### src/rtl/serial_byte_receiver.sv
// -----------------------------------------------------------------------------
// serial_byte_receiver
//
// Serial-in, parallel-out receiver for a strobed serial line. A frame is:
//   start bit (0), BUS_WIDTH data bits, [even parity bit], stop bit (1).
// The line is sampled only on clk edges where bit_en_i is high. The data bits
// are assembled in a shift register whose direction (dir_i) is latched at the
// start bit:
//   dir = 0 : MSB-first (bit enters at bit 0 and shifts toward the MSB)
//   dir = 1 : LSB-first (bit enters at the MSB and shifts toward bit 0)
//
// A good stop bit copies the shift register to data_o and pulses valid_o.
// A low stop bit pulses frame_err_o and parks the FSM in WAIT_HIGH until the
// line is sampled high again, so a held-low (break) line never starts a frame.
//
// Optional feature (compile-time macro): SERIAL_BYTE_RECEIVER_PARITY_EN
//   Defined   : one even-parity bit follows the data bits; a mismatch pulses
//               parity_err_o at the stop-bit sample and suppresses valid_o.
//   Undefined : no parity bit; parity_err_o is tied low.
// -----------------------------------------------------------------------------
module serial_byte_receiver #(
  parameter int BUS_WIDTH = 8
) (
  input  logic                 clk,
  input  logic                 rst_i,
  input  logic                 serial_i,
  input  logic                 bit_en_i,
  input  logic                 dir_i,
  output logic [BUS_WIDTH-1:0] data_o,
  output logic                 valid_o,
  output logic                 busy_o,
  output logic                 frame_err_o,
  output logic                 parity_err_o
);

  // Counter is wide enough to hold BUS_WIDTH without wrapping inside a frame.
  localparam int                 CNT_W    = $clog2(BUS_WIDTH + 1);
  localparam logic [CNT_W-1:0]   LAST_BIT = CNT_W'(BUS_WIDTH - 1);

`ifdef SERIAL_BYTE_RECEIVER_PARITY_EN
  typedef enum logic [2:0] {
    S_IDLE      = 3'd0,
    S_DATA      = 3'd1,
    S_PARITY    = 3'd2,
    S_STOP      = 3'd3,
    S_WAIT_HIGH = 3'd4
  } state_e;
`else
  typedef enum logic [2:0] {
    S_IDLE      = 3'd0,
    S_DATA      = 3'd1,
    S_STOP      = 3'd3,
    S_WAIT_HIGH = 3'd4
  } state_e;
`endif

  state_e                 state_q,      state_d;
  logic [BUS_WIDTH-1:0]   shift_q,      shift_d;
  logic [CNT_W-1:0]       cnt_q,        cnt_d;
  logic                   dir_q,        dir_d;
  logic [BUS_WIDTH-1:0]   data_q,       data_d;
  logic                   valid_q,      valid_d;
  logic                   frame_err_q,  frame_err_d;
  logic                   parity_ok;

`ifdef SERIAL_BYTE_RECEIVER_PARITY_EN
  // Running XOR of every data bit and the parity bit; zero means even parity.
  logic                   par_q,        par_d;
  logic                   parity_err_q, parity_err_d;

  assign parity_ok = ~par_q;
`else
  assign parity_ok = 1'b1;
`endif

  // Shift register step for the direction latched at the start bit.
  function automatic logic [BUS_WIDTH-1:0] shift_in(
    input logic [BUS_WIDTH-1:0] cur,
    input logic                 lsb_first,
    input logic                 bit_in
  );
    if (lsb_first) begin
      return {bit_in, cur[BUS_WIDTH-1:1]};
    end
    return {cur[BUS_WIDTH-2:0], bit_in};
  endfunction

  // State, datapath and output registers; everything clears on reset.
  // NOTE: sequential state uses non-blocking assignments so every register
  // samples the pre-edge values computed by the combinational block.
  // NOTE: the shift register is reset alongside the control state so that a
  // mid-frame reset leaves no partial word behind for the next frame.
  always_ff @(posedge clk or posedge rst_i) begin
    if (rst_i) begin
      state_q      <= S_IDLE;
      shift_q      <= '0;
      cnt_q        <= '0;
      dir_q        <= 1'b0;
      data_q       <= '0;
      valid_q      <= 1'b0;
      frame_err_q  <= 1'b0;
`ifdef SERIAL_BYTE_RECEIVER_PARITY_EN
      par_q        <= 1'b0;
      parity_err_q <= 1'b0;
`endif
    end else begin
      state_q      <= state_d;
      shift_q      <= shift_d;
      cnt_q        <= cnt_d;
      dir_q        <= dir_d;
      data_q       <= data_d;
      valid_q      <= valid_d;
      frame_err_q  <= frame_err_d;
`ifdef SERIAL_BYTE_RECEIVER_PARITY_EN
      par_q        <= par_d;
      parity_err_q <= parity_err_d;
`endif
    end
  end

  // Next-state and datapath logic; only strobe cycles advance the frame.
  // NOTE: every signal gets a default before the case statement, so no path
  // leaves a value unassigned and no latch is inferred.
  always_comb begin
    state_d      = state_q;
    shift_d      = shift_q;
    cnt_d        = cnt_q;
    dir_d        = dir_q;
    data_d       = data_q;
    valid_d      = 1'b0;
    frame_err_d  = 1'b0;
`ifdef SERIAL_BYTE_RECEIVER_PARITY_EN
    par_d        = par_q;
    parity_err_d = 1'b0;
`endif

    if (bit_en_i) begin
      unique case (state_q)
        S_IDLE: begin
          if (!serial_i) begin
            dir_d   = dir_i;
            cnt_d   = '0;
            state_d = S_DATA;
`ifdef SERIAL_BYTE_RECEIVER_PARITY_EN
            par_d   = 1'b0;
`endif
          end
        end

        S_DATA: begin
          shift_d = shift_in(shift_q, dir_q, serial_i);
          cnt_d   = cnt_q + 1'b1;
`ifdef SERIAL_BYTE_RECEIVER_PARITY_EN
          par_d   = par_q ^ serial_i;
          if (cnt_q == LAST_BIT) begin
            state_d = S_PARITY;
          end
`else
          if (cnt_q == LAST_BIT) begin
            state_d = S_STOP;
          end
`endif
        end

`ifdef SERIAL_BYTE_RECEIVER_PARITY_EN
        S_PARITY: begin
          par_d   = par_q ^ serial_i;
          state_d = S_STOP;
        end
`endif

        S_STOP: begin
          if (serial_i) begin
            // Good stop bit: publish the word only if parity also checks out.
            if (parity_ok) begin
              data_d  = shift_q;
              valid_d = 1'b1;
            end
            state_d = S_IDLE;
          end else begin
            frame_err_d = 1'b1;
            state_d     = S_WAIT_HIGH;
          end
`ifdef SERIAL_BYTE_RECEIVER_PARITY_EN
          parity_err_d = ~parity_ok;
`endif
        end

        S_WAIT_HIGH: begin
          // A break holds the line low; only a high sample re-arms the FSM.
          if (serial_i) begin
            state_d = S_IDLE;
          end
        end

        default: begin
          state_d = S_IDLE;
        end
      endcase
    end
  end

  // Output mapping; busy follows the registered state directly.
  assign data_o      = data_q;
  assign valid_o     = valid_q;
  assign frame_err_o = frame_err_q;
  assign busy_o      = (state_q != S_IDLE);

`ifdef SERIAL_BYTE_RECEIVER_PARITY_EN
  assign parity_err_o = parity_err_q;
`else
  assign parity_err_o = 1'b0;
`endif

endmodule

### config.mk
export PLATFORM = sky130hd
export DESIGN_NAME = serial_byte_receiver
export DESIGN_NICKNAME = d
export VERILOG_FILES = /design/src/rtl/serial_byte_receiver.sv
export SDC_FILE = /design/constraint.sdc
export NUM_CORES = 1
export LEC_CHECK = 0
export ABC_AREA = 1
export BUFFER_PORTS_ARGS = -buffer_cell sky130_fd_sc_hd__buf_2
export CAP_MARGIN = 20
export CORE_AREA = 8 8 65 67
export CTS_CLUSTER_DIAMETER = 40
export DETAILED_ROUTE_END_ITERATION = 10
export DIE_AREA = 0 0 73 75
export PLACE_DENSITY = 0.68
export SETUP_SLACK_MARGIN = 0.05
export SYNTH_ARGS = -nofsm -noshare
export SYNTH_HDL_FRONTEND = slang
export SYNTH_SLANG_ARGS = --single-unit
### constraint.sdc
create_clock -name clk -period 1.25 [get_ports clk]
set_clock_uncertainty 0.2 [all_clocks]
set_input_delay 0.25 -clock clk [delete_from_list [all_inputs] [get_ports clk]]
set_output_delay 0.25 -clock clk [all_outputs]
set_load 0.03 [all_outputs]
# == Yosys cells after proc, flatten, opt, wreduce, memory -nomap -nowiden ==
# Cells that the tools add are included.
# totals
register_bits,26
input_bits,5
out_inout_bits,12
# classes
add_sub_neg,1
eq_ne,7
mux,18
n_bitwise,1
reduce_logical,8
# ops
op,n
2-to-1 mux 8 bit,2
2-to-1 mux 3 bit,4
one-hot mux 3 bit (4 select lines),1
2-to-1 mux 1 bit,9
AND reduction 3 bit,3
one-hot mux 4 bit (2 select lines),1
!= test 2 bit (second input constant),3
adder 4 x 1 -> 4 bit (second input constant),1
== test 4 x 3 -> 1 bit (second input constant),1
2-to-1 mux 4 bit,1
AND reduction 4 bit,1
== test 3 x 1 -> 1 bit (second input constant),1
== test 3 x 2 -> 1 bit (second input constant),1
== test 3 bit (second input constant),1
zero test 3 bit,1
nonzero test 3 bit,1
AND reduction 2 bit,1
nonzero test 2 bit,1
NOT 1 bit,1

# == Logic depth before layout (Yosys ltp) ==
# Gate-level depths: netlist of run 1.
# logic_depth
ltp_word,4
ltp_mapped,8

# == Worst setup path before layout of run 1 ==
# Ideal clock, no wire load.
# synth_path
kind,register to register
startpoint,register state_q[2]
endpoint,register shift_q[0]
t_arrival_ns,1.020
setup_slack_ns,-0.100
path_stages_with_launch,6
synth_period_minus_slack_ns,1.350
cell_sequence,dfrtp_1 nor2_1 nand2_1 nor2_4 buf_6 o21ai_0
# synth_via
elab_chain_cells,2
# synth_rtl
item,line,text
from (decl),57,"state_e state_q, state_d;"
from (signal assigned),107,state_q <= state_d;
== test 3 x 1 -> 1 bit,138,unique case (state_q)
AND reduction 2 bit (no line),-,
to (signal assigned),108,shift_q <= shift_d;
to (decl),58,"logic [BUS_WIDTH-1:0] shift_q, shift_d;"
# Every way passes these cells.
# A chain may end at the register's enable or synchronous reset.

# == Final worst setup path of run 1 ==
# layout_path
startpoint,register state_q[0]
endpoint,output busy_o
# layout_via
elab_chain_cells,1
# layout_rtl
item,line,text
nonzero test 3 bit,207,assign busy_o = (state_q != S_IDLE);
to (decl),31,"output logic busy_o,"
# Every way passes these cells.

==> results of run 1 <==
## flip-flops by register name (all words and copies together) (netlist names)
signal and count:
dir_q 1, state_q 3, shift_q 8, frame_err_o 1
cnt_q 4, valid_o 1, data_o 8
## logic make-up after synthesis
group | after synthesis
buffers and inverters | 22
adders and majority gates | 1
DFF | 26
AOI/OAI and AO/OA | 30
other | 1
and+or+nand+nor | 59
## Yosys cell counts
master / n / area (um2)
sky130_fd_sc_hd__nand2_2: 1 / 6.260
sky130_fd_sc_hd__o21ai_0: 10 / 50.05
sky130_fd_sc_hd__nand2_1: 36 / 135.1
sky130_fd_sc_hd__nor2_4: 1 / 11.26
sky130_fd_sc_hd__nor3_1: 1 / 5.000
sky130_fd_sc_hd__buf_2: 1 / 5.000
sky130_fd_sc_hd__nand4_1: 3 / 18.77
sky130_fd_sc_hd__buf_4: 1 / 7.510
sky130_fd_sc_hd__ha_1: 1 / 12.51
sky130_fd_sc_hd__o21ai_2: 8 / 70.07
sky130_fd_sc_hd__nand3_1: 5 / 25.02
sky130_fd_sc_hd__clkbuf_1: 1 / 3.750
sky130_fd_sc_hd__inv_1: 17 / 63.81
sky130_fd_sc_hd__nor2_2: 2 / 12.51
sky130_fd_sc_hd__dfrtp_1: 26 / 650.6
sky130_fd_sc_hd__a21oi_1: 3 / 15.01
sky130_fd_sc_hd__buf_6: 2 / 22.52
sky130_fd_sc_hd__nand3_4: 1 / 17.52
sky130_fd_sc_hd__conb_1: 1 / 3.750
sky130_fd_sc_hd__o21a_1: 1 / 7.510
sky130_fd_sc_hd__nor2_1: 9 / 33.78
sky130_fd_sc_hd__o211ai_1: 8 / 60.06
## per-stage QoR
step | cell area [um2] | setup TNS (ns) | setup WS (ns) | power [mW]
2_1_floorplan | 1250 | -1.232 | -0.08450 | 2.795
3_3_place_gp | 1456 | -2.965 | -0.1790 | 3.310
3_5_place_dp | 1456 | -3.787 | -0.1974 | 3.393
4_1_cts | 1727 | -6.229 | -0.3981 | 4.370
5_1_grt | 1812 | -8.564 | -0.4599 | 4.925
6_report | 1812 | -6.324 | -0.4043 | 4.610
## power by group through the flow
stage               clock (mW)  sequential [mW]  combinational, mW
finish                   0.350             1.49               2.77
global route             0.382             1.54               3.00
CTS                      0.364             1.49               2.51
detailed placement           0             1.52               1.87
global placement             0             1.50               1.81
floorplan                    0             1.71               1.09
## worst register-to-register path: cells and delay by family, from the launching register on
family / cells / cell delay, ns
AND/OR/NAND/NOR: 3 / 0.35
AO/OA/AOI/OAI: 2 / 0.18
flip-flops: 1 / 0.43
buffers and inverters: 2 / 0.29
## worst max path at each step
stage	from	end	slack (ns)	cells past startpoint
after CTS	state_q[0]	busy_o	-0.40	4
final	state_q[0]	busy_o	-0.40	4
after global routing	state_q[0]	busy_o	-0.46	4
after global placement	state_q[2]	busy_o	-0.18	4
after floorplan	state_q[2]	shift_q[0]	-0.08	5
after detailed placement	state_q[0]	data_o[7]	-0.20	5
## per-layer routing
metal / global-route usage, % / vias to the layer above / share of wire [%]
met5: 0 / - / 0
met4: 3.778 / 0 / 1.2
met3: 2.264 / 5 / 4.7
met2: 20.06 / 20 / 51
met1: 11.10 / 525 / 43
li1: - / 549 / -
## layout make-up
type                       count  area, um2  share of cell area [%]
sequential                    26      650.6                   35.91
timing repair buffer          47      411.6                   22.72
tap                           46      57.56                   3.177
multi-input combinational     93      605.6                   33.43
inverter                      17      63.81                   3.522
clock buffer                   3      22.52                   1.243
## repair_timing
action,4_1_cts,5_1_grt
setup endpoints to repair,37,37
hold buffers,2,0
gates resized for setup,41,14
setup buffers,9,6
pin swaps,6,5
hold endpoints to repair,27,0
gates cloned,3,0
==> flow_summary.rst, run 1 <==
.. list-table::
   :header-rows: 1

   * - Metric
     - Value
   * - FF+latch count, synth
     - 26
   * - Final routed DRC violation total
     - 0
   * - All-layer global routing usage
     - 10.54%
   * - Logic gate share of total power
     - 60.0%
   * - Final core utilization
     - 56.06%
   * - Hold-critical path endpoint
     - shift_q[0]
   * - Detailed-route wire length per cell
     - 11.91 um
   * - Cells after Synth
     - 139
   * - First-pass GRT wire length
     - 4.554 mm
   * - Top fanout value on the critical path
     - 2
   * - Area Growth Syn to Fin
     - 46.41%
   * - Critical path data arrival time
     - 1.20 ns
   * - Initial Utilization
     - 38.29%
   * - Average cell area after synthesis
     - 8.902 um2
   * - CP Buf/Inv Count
     - 3
   * - Worst-skew pair later-pin latency
     - 0.32 ns
   * - Half-perimeter wire length after placement
     - 1.757 mm
   * - TritonCTS buffer count
     - 3
   * - Via density
     - 4.737
   * - Total number of nets in the final design
     - 194
   * - Most common cell after layout, fill and taps aside
     - sky130_fd_sc_hd__nand2_1
   * - Last weighted congestion value of the routability-driven placer
     - 0.7828
   * - Worst path max stage delay
     - 0.42 ns
   * - Final worst-path cycle share
     - 132.3%
   * - Hold/Removal Path Class
     - input pin to flop
   * - Final worst path period need
     - 1.654 ns
   * - Peak ir drop on the vdd network
     - 1.023 mV
   * - Number of buffers on the longest clock path
     - 2
   * - Leakage power summed over all cells
     - 0.8768 nW
   * - Worst reg2reg path depth
     - 7
   * - Fraction of final layout cells with drive strength greater than 1
     - 44.62%
   * - Fraction of the mapped netlist area in adder cells
     - 1.011%
   * - Count of final hold-check violations
     - 0
   * - Total Wirelength
     - 2.764 mm
   * - IO buf count
     - 15
   * - Standard cell with the maximum stage delay on the critical path
     - sky130_fd_sc_hd__dfrtp_1
   * - Number of instances in the placed design
     - 210
   * - Post-synth design cell area
     - 0.001237 mm2
   * - FMAX
     - 604.5 MHz
   * - Antenna violations before repair
     - 0
   * - Failing checks
     - setup timing
   * - Sequential-to-total area share from yosys stat
     - 52.58%
   * - Switching power share of the total
     - 42.75%
   * - Top library cells by usage in the layout, fill and taps aside
     - sky130_fd_sc_hd__nand2_1 (28), sky130_fd_sc_hd__dfrtp_1 (26), sky130_fd_sc_hd__buf_4 (24), sky130_fd_sc_hd__buf_6 (17), sky130_fd_sc_hd__inv_1 (15)
   * - Length of the first detailed-routing pass in iterations
     - 4
   * - Max-capacitance violation count
     - 0
   * - Unrepaired setup endpoints after global routing
     - true
   * - Number of routed nets with antenna violations
     - 0
   * - PnR worst setup slack
     - -0.4043 ns
   * - Largest net degree at the start of global routing
     - 27
   * - Switching pwr
     - 1.971 mW
   * - Synthesized-area fraction occupied by xor and xnor cells
     - 0%
   * - Type of element capturing the critical path
     - output port
   * - Final count of negative-setup-slack endpoints
     - 37
   * - Total die area
     - 0.005475 mm2
   * - Total congestion overflow
     - 0
   * - Vias in the first global route
     - 1088
   * - Number of stages on the worst hold path
     - 3
   * - Vert. Die Dim
     - 75 um
   * - FF-to-FF Start
     - state_q[2]
   * - Proportion of power drawn by flip-flops and latches
     - 32.4%
   * - Total internal power
     - 2.640 mW
   * - Complex-gate fraction of the synthesized area
     - 16.38%
   * - Total number of yosys warnings
     - 0
   * - Power density normalized to cell area
     - 2545 mW/mm2
   * - CTS tree
     - yes
   * - Critical path type
     - flop to output port
   * - Max Transition Viols Final
     - 0
   * - Largest family of logic cells by synthesized area
     - simple AND/OR/NAND/NOR gates
   * - Relative contribution of the clock network to total power
     - 7.6%
   * - Worst EP required
     - 0.80 ns
   * - Status
     - complete, but fails checks
   * - TritonCTS sink count
     - 26
   * - Total of fill cells in the finished design
     - 290
   * - Multiplexer share of the synthesized area
     - 0%
   * - Post-synthesis simple-gate area fraction
     - 21.44%
   * - Distinct cells, synth
     - 22
   * - Crit path launch type
     - flop
   * - Terminus of the critical flop-to-flop path
     - shift_q[6]
   * - Post-layout instance count excluding filler cells
     - 232
   * - Hold wc startpoint
     - serial_i
   * - Category of cells accounting for the largest share of critical-path delay
     - flip-flops
   * - I/O pin count
     - 17
   * - Drt first-iter violations
     - 29
   * - Slack of the worst reg-to-reg path
     - -0.25 ns
   * - Number of rows created at floorplan
     - 21
   * - Clock edge transition at the registers on the reported setup and hold paths
     - 0.13 ns
   * - Diodes inserted
     - 0
   * - Total number of vias
     - 1099
   * - Maximum level of the CTS H-tree
     - 1
   * - Floorplan Core Area
     - 0.003232 mm2
   * - Cell at the root of the clock tree
     - sky130_fd_sc_hd__clkbuf_4
   * - Ordered list of cells on the worst path
     - nor3_2 > buf_4 > inv_2 > buf_6
   * - Worst Hold Slack
     - 0.06675 ns
   * - Net Count, Synth
     - 145
   * - Width of the die
     - 73 um
No activity file was read; power rests on OpenSTA's default activity.
==> inputs of run 2 (changes only) <==
- PLACE_DENSITY: 0.68 -> 0.66
- clock period: 1.25 -> 1.6 ns (I/O delays scaled with it)
==> flow_summary.rst, run 2 (synthesis results as in run 1) <==
.. list-table::
   :header-rows: 1

   * - Metric
     - Value
   * - Total die area
     - 0.005475 mm2
   * - Clock edge transition at the registers on the reported setup and hold paths
     - 0.14 ns
   * - Top library cells by usage in the layout, fill and taps aside
     - sky130_fd_sc_hd__nand2_1 (34), sky130_fd_sc_hd__dfrtp_1 (24), sky130_fd_sc_hd__inv_1 (17), sky130_fd_sc_hd__buf_2 (14)
   * - Proportion of power drawn by flip-flops and latches
     - 37.2%
   * - FMAX
     - 581.9 MHz
   * - Total Wirelength
     - 2.711 mm
   * - Count of final hold-check violations
     - 0
   * - Terminus of the critical flop-to-flop path
     - data_o[1]
   * - Slack of the worst reg-to-reg path
     - -0.05 ns
   * - Cell at the root of the clock tree
     - sky130_fd_sc_hd__clkbuf_4
   * - Worst EP required
     - 1.08 ns
   * - Relative contribution of the clock network to total power
     - 14.3%
   * - Switching pwr
     - 1.416 mW
   * - Hold/Removal Path Class
     - input pin to flop
   * - Critical path data arrival time
     - 1.20 ns
   * - Failing checks
     - setup timing
   * - Area Growth Syn to Fin
     - 25.08%
   * - Status
     - complete, but fails checks
   * - TritonCTS sink count
     - 26
   * - Antenna violations before repair
     - 0
   * - Final count of negative-setup-slack endpoints
     - 9
   * - All-layer global routing usage
     - 9.144%
   * - Critical path type
     - flop to output port
   * - Detailed-route wire length per cell
     - 12.91 um
   * - Final worst-path cycle share
     - 107.4%
   * - Via density
     - 4.938
   * - Width of the die
     - 73 um
   * - Diodes inserted
     - 0
   * - Worst Setup Slack post-DPL
     - 0.04130 ns
   * - FF-to-FF Start
     - state_q[1]
   * - Total internal power
     - 1.786 mW
   * - Max-capacitance violation count
     - 0
   * - Power density normalized to cell area
     - 2069 mW/mm2
   * - Total number of vias
     - 1037
   * - Vert. Die Dim
     - 75 um
   * - Leakage power summed over all cells
     - 0.7611 nW
   * - Worst Hold Slack
     - 0.01796 ns
   * - Half-perimeter wire length after placement
     - 1.680 mm
   * - Length of the first detailed-routing pass in iterations
     - 4
   * - Largest net degree at the start of global routing
     - 27
   * - Final worst path period need
     - 1.719 ns
   * - Vias in the first global route
     - 895
   * - First-pass GRT wire length
     - 3.953 mm
   * - Max Transition Viols Final
     - 0
   * - I/O pin count
     - 17
   * - Fraction of final layout cells with drive strength greater than 1
     - 32.32%
   * - Switching power share of the total
     - 44.22%
   * - Number of rows created at floorplan
     - 21
   * - Number of routed nets with antenna violations
     - 0
   * - Worst reg2reg path depth
     - 7
   * - Total of fill cells in the finished design
     - 329
   * - Type of element capturing the critical path
     - output port
   * - Initial Utilization
     - 38.29%
   * - CTS tree
     - yes
   * - Worst-skew pair later-pin latency
     - 0.33 ns
   * - Hold-critical path endpoint
     - dir_q
   * - Drt first-iter violations
     - 59
   * - Final design area excluding fillers
     - 0.001548 mm2
   * - Logic gate share of total power
     - 48.4%
   * - PnR worst setup slack
     - -0.1186 ns
   * - TritonCTS buffer count
     - 3
   * - Maximum level of the CTS H-tree
     - 1
   * - Hold wc startpoint
     - dir_i
   * - Final routed DRC violation total
     - 0
   * - Placed cell area
     - 0.001339 mm2
   * - IO buf count
     - 15
   * - Number of stages on the worst hold path
     - 3
   * - Unrepaired setup endpoints after global routing
     - true
   * - Floorplan Core Area
     - 0.003232 mm2
   * - Crit path launch type
     - flop
   * - Last weighted congestion value of the routability-driven placer
     - 0.7955
   * - Total number of nets in the final design
     - 171
   * - Top fanout value on the critical path
     - 3
   * - Total congestion overflow
     - 0
   * - Peak ir drop on the vdd network
     - 1.217 mV
   * - Number of buffers on the longest clock path
     - 2
   * - Most common cell after layout, fill and taps aside
     - sky130_fd_sc_hd__nand2_1
-- run 2: worst max-delay path, stage by stage, from the launching register on --
cell and delay, ns:
sky130_fd_sc_hd__dfrtp_2 0.45, sky130_fd_sc_hd__nor3_4 0.22, sky130_fd_sc_hd__inv_1 0.07, sky130_fd_sc_hd__buf_6 0.14
-- run 2: worst max path at each step --
stage                           from  depth (start not counted)    endpoint  slack [ns]
after CTS                 state_q[0]                          3      busy_o       -0.13
after global routing      state_q[2]                          3      busy_o       -0.18
after detailed placement  state_q[2]                          5  shift_q[5]        0.04
final                     state_q[1]                          3      busy_o       -0.12
after floorplan           state_q[2]                          2      busy_o        0.20
after global placement    state_q[2]                          3      busy_o        0.12
-- run 2: cell type report --
cell class	instances	area [um2]	share of cell area, %
clock buffer	3	22.52	1.455
sequential	26	653.1	42.20
multi-input combinational	92	549.3	35.49
timing repair buffer	25	171.4	11.08
tap	46	57.56	3.719
inverter	17	63.81	4.123
clock inverter	1	30.03	1.940
-- run 2: timing repair --
| item | 4_1_cts | 5_1_grt |
|---|---|---|
| gates resized for setup | 11 | 8 |
| pin swaps | 5 | 2 |
| hold buffers | 1 | 0 |
| endpoints found under the setup margin | 9 | 24 |
| gates cloned | 0 | 1 |
| endpoints found under the hold margin | 26 | 0 |
| setup buffers | 6 | 2 |
-- run 2: power by group through the flow --
| stage | registers (mW) | clock network [mW] | logic [mW] |
|---|---|---|---|
| global route | 1.23 | 0.496 | 1.70 |
| CTS | 1.20 | 0.472 | 1.43 |
| detailed placement | 1.21 | 0 | 1.22 |
| global placement | 1.19 | 0 | 1.18 |
| floorplan | 1.33 | 0 | 0.812 |
| finish | 1.19 | 0.459 | 1.55 |
-- run 2: per-layer routing --
metal  track usage (%)  vias to the layer above  wire (um)
met4             2.000                        0         11
li1                  -                      505          -
met3             3.462                        4        146
met5                 0                        -          0
met2             15.39                       30       1375
met1             10.82                      498       1177
-- run 2: metrics by stage --
| step | util [%] | std cells | TNS [ns] | power (mW) |
|---|---|---|---|---|
| 6_report | 47.89 | 210 | -0.4544 | 3.202 |
| 5_1_grt | 47.89 | 210 | -1.532 | 3.432 |
| 4_1_cts | 45.99 | 207 | -0.1303 | 3.093 |
| 3_5_place_dp | 41.42 | 196 | 0 | 2.427 |
| 3_3_place_gp | 41.42 | 196 | 0 | 2.373 |
| 2_1_floorplan | - | 139 | 0 | 2.143 |
==> inputs of run 3 (changes only) <==
- clock period: 1.6 -> 1.62 ns (I/O delays scaled with it)
==> flow_summary.rst, run 3 (synthesis results as in run 1) <==
.. list-table::
   :header-rows: 1

   * - Metric
     - Value
   * - Status
     - complete, but fails checks
   * - Failing checks
     - setup timing
   * - Hold/Removal Path Class
     - input pin to flop
   * - Diodes inserted
     - 0
   * - Max Transition Viols Final
     - 0
   * - Power density normalized to cell area
     - 2060 mW/mm2
   * - Ordered list of cells on the worst path
     - nor3_4 > inv_1 > buf_6
   * - Half-perimeter wire length after placement
     - 1.677 mm
   * - IO buf count
     - 15
   * - Unrepaired setup endpoints after global routing
     - true
   * - Switching power share of the total
     - 44.22%
   * - Worst Setup Slack post-DPL
     - 0.05595 ns
   * - Fraction of final layout cells with drive strength greater than 1
     - 30.06%
   * - Max-capacitance violation count
     - 0
   * - Storage cell area
     - 651.9 um2
   * - Placed cell area
     - 0.001339 mm2
   * - Count of final hold-check violations
     - 0
   * - Switching pwr
     - 1.428 mW
   * - Vert. Die Dim
     - 75 um
   * - First-pass GRT wire length
     - 3.912 mm
   * - Proportion of power drawn by flip-flops and latches
     - 36.5%
   * - TritonCTS sink count
     - 26
   * - Vias in the first global route
     - 886
   * - Most common cell after layout, fill and taps aside
     - sky130_fd_sc_hd__nand2_1
   * - Total internal power
     - 1.801 mW
   * - Worst Hold Slack
     - 0.02153 ns
   * - Last weighted congestion value of the routability-driven placer
     - 0.8038
   * - Area Growth Syn to Fin
     - 26.69%
   * - Final count of negative-setup-slack endpoints
     - 1
   * - Via density
     - 4.871
   * - Number of buffers on the longest clock path
     - 2
   * - Cell at the root of the clock tree
     - sky130_fd_sc_hd__clkbuf_4
   * - CTS tree
     - yes
   * - Worst path max stage delay
     - 0.46 ns
   * - Width of the die
     - 73 um
   * - Total Wirelength
     - 2.753 mm
   * - Final worst path period need
     - 1.769 ns
   * - All-layer global routing usage
     - 8.913%
   * - Length of the first detailed-routing pass in iterations
     - 4
   * - Total of fill cells in the finished design
     - 331
   * - PnR worst setup slack
     - -0.1485 ns
   * - Tot Pwr
     - 3.229 mW
   * - Drt first-iter violations
     - 41
   * - Total die area
     - 0.005475 mm2
   * - Crit path launch type
     - flop
   * - TritonCTS buffer count
     - 3
   * - Clock edge transition at the registers on the reported setup and hold paths
     - 0.14 ns
   * - Critical path type
     - flop to output port
   * - Number of rows created at floorplan
     - 21
   * - Critical path data arrival time
     - 1.24 ns
   * - Final design area excluding fillers
     - 0.001568 mm2
   * - Peak ir drop on the vdd network
     - 1.051 mV
   * - Relative contribution of the clock network to total power
     - 14.0%
   * - Type of element capturing the critical path
     - output port
   * - CP Buf/Inv Count
     - 2
   * - Floorplan Core Area
     - 0.003232 mm2
   * - Final worst-path cycle share
     - 109.2%
   * - Number of routed nets with antenna violations
     - 0
   * - Top fanout value on the critical path
     - 3
   * - Category of cells accounting for the largest share of critical-path delay
     - flip-flops
   * - Detailed-route wire length per cell
     - 13.17 um
   * - Final routed DRC violation total
     - 0
   * - Logic gate share of total power
     - 49.5%
   * - Worst EP required
     - 1.10 ns
   * - FMAX
     - 565.4 MHz
   * - Standard cell with the maximum stage delay on the critical path
     - sky130_fd_sc_hd__dfrtp_1
   * - Antenna violations before repair
     - 0
   * - Maximum level of the CTS H-tree
     - 1
   * - Largest net degree at the start of global routing
     - 27
   * - I/O pin count
     - 17
   * - Worst-skew pair later-pin latency
     - 0.33 ns
   * - Leakage power summed over all cells
     - 0.7673 nW
   * - Initial Utilization
     - 38.29%
   * - Total number of nets in the final design
     - 170
   * - Total number of vias
     - 1018
   * - Total congestion overflow
     - 0
   * - Area of combinational cells with multiple inputs
     - 553.0 um2
   * - Top library cells by usage in the layout, fill and taps aside
     - sky130_fd_sc_hd__nand2_1 (35), sky130_fd_sc_hd__dfrtp_1 (25), sky130_fd_sc_hd__inv_1 (17), sky130_fd_sc_hd__buf_2 (14), sky130_fd_sc_hd__o21ai_2 (9)
[run 3: cell count changes in the layout (fill, tap and decap cells not counted), sizes merged]
cell,delta
buf,-2
clkbuf,+1
[run 3: worst register-to-register path: cells and delay by family (launching register included)]
kind | cells | cell delay, ns
flip-flops | 1 | 0.46
AND/OR/NAND/NOR | 3 | 0.38
buffers and inverters | 2 | 0.29
AO/OA/AOI/OAI | 2 | 0.17
[run 3: metal layers]
| layer | GRT usage [%] | vias to the layer above | part of all wire (%) |
|---|---|---|---|
| met4 | 2.000 | 0 | 1.3 |
| met5 | 0 | - | 0 |
| met3 | 3.462 | 4 | 4.6 |
| met2 | 14.30 | 33 | 47 |
| met1 | 11.03 | 479 | 46 |
| li1 | - | 502 | - |
[run 3: through the flow]
stage	cells	utilization (%)	setup TNS, ns
after floorplan	139	-	0
after global routing	209	48.51	-0.2519
after CTS	205	45.14	-0.1222
after detailed placement	196	41.42	0
after global placement	196	41.42	0
final	209	48.51	-0.1485
[run 3: worst paths after layout]
kind,depth (start not counted),start,endpoint,slack (ns)
setup / recovery,3,state_q[2],busy_o,-0.15
hold / removal,3,dir_i,dir_q,0.02
setup reg to reg,7,state_q[1],shift_q[0],0.05
hold reg to reg,2,data_o[4],data_o[4],0.29
max in group asynchronous,4,rst_i,state_q[0],0.58
min in group asynchronous,4,rst_i,cnt_q[1],0.37
[run 3: power by group through the flow]
stage / sequential [mW] / clock (mW) / combinational (mW)
final: 1.18 / 0.452 / 1.60
after global routing: 1.22 / 0.491 / 1.75
after CTS: 1.17 / 0.471 / 1.34
after detailed placement: 1.20 / 0 / 1.20
after global placement: 1.18 / 0 / 1.16
after floorplan: 1.31 / 0 / 0.802
[run 3: final cells by class]
| class | instances | area share, % |
|---|---|---|
| Multi-Input combinational cell | 92 | 35.28 |
| Tap cell | 46 | 3.671 |
| Sequential cell | 26 | 41.58 |
| Clock buffer | 3 | 1.437 |
| Clock inverter | 1 | 1.915 |
| Inverter | 17 | 4.070 |
| Timing Repair Buffer | 24 | 12.05 |
[run 3: timing repair]
action,4_1_cts,5_1_grt
buffers inserted,4,2
endpoints found under the hold margin,26,0
hold buffers,1,0
setup endpoints to repair,3,16
gates cloned,0,2
gates resized for setup,5,22
pin swaps,2,5
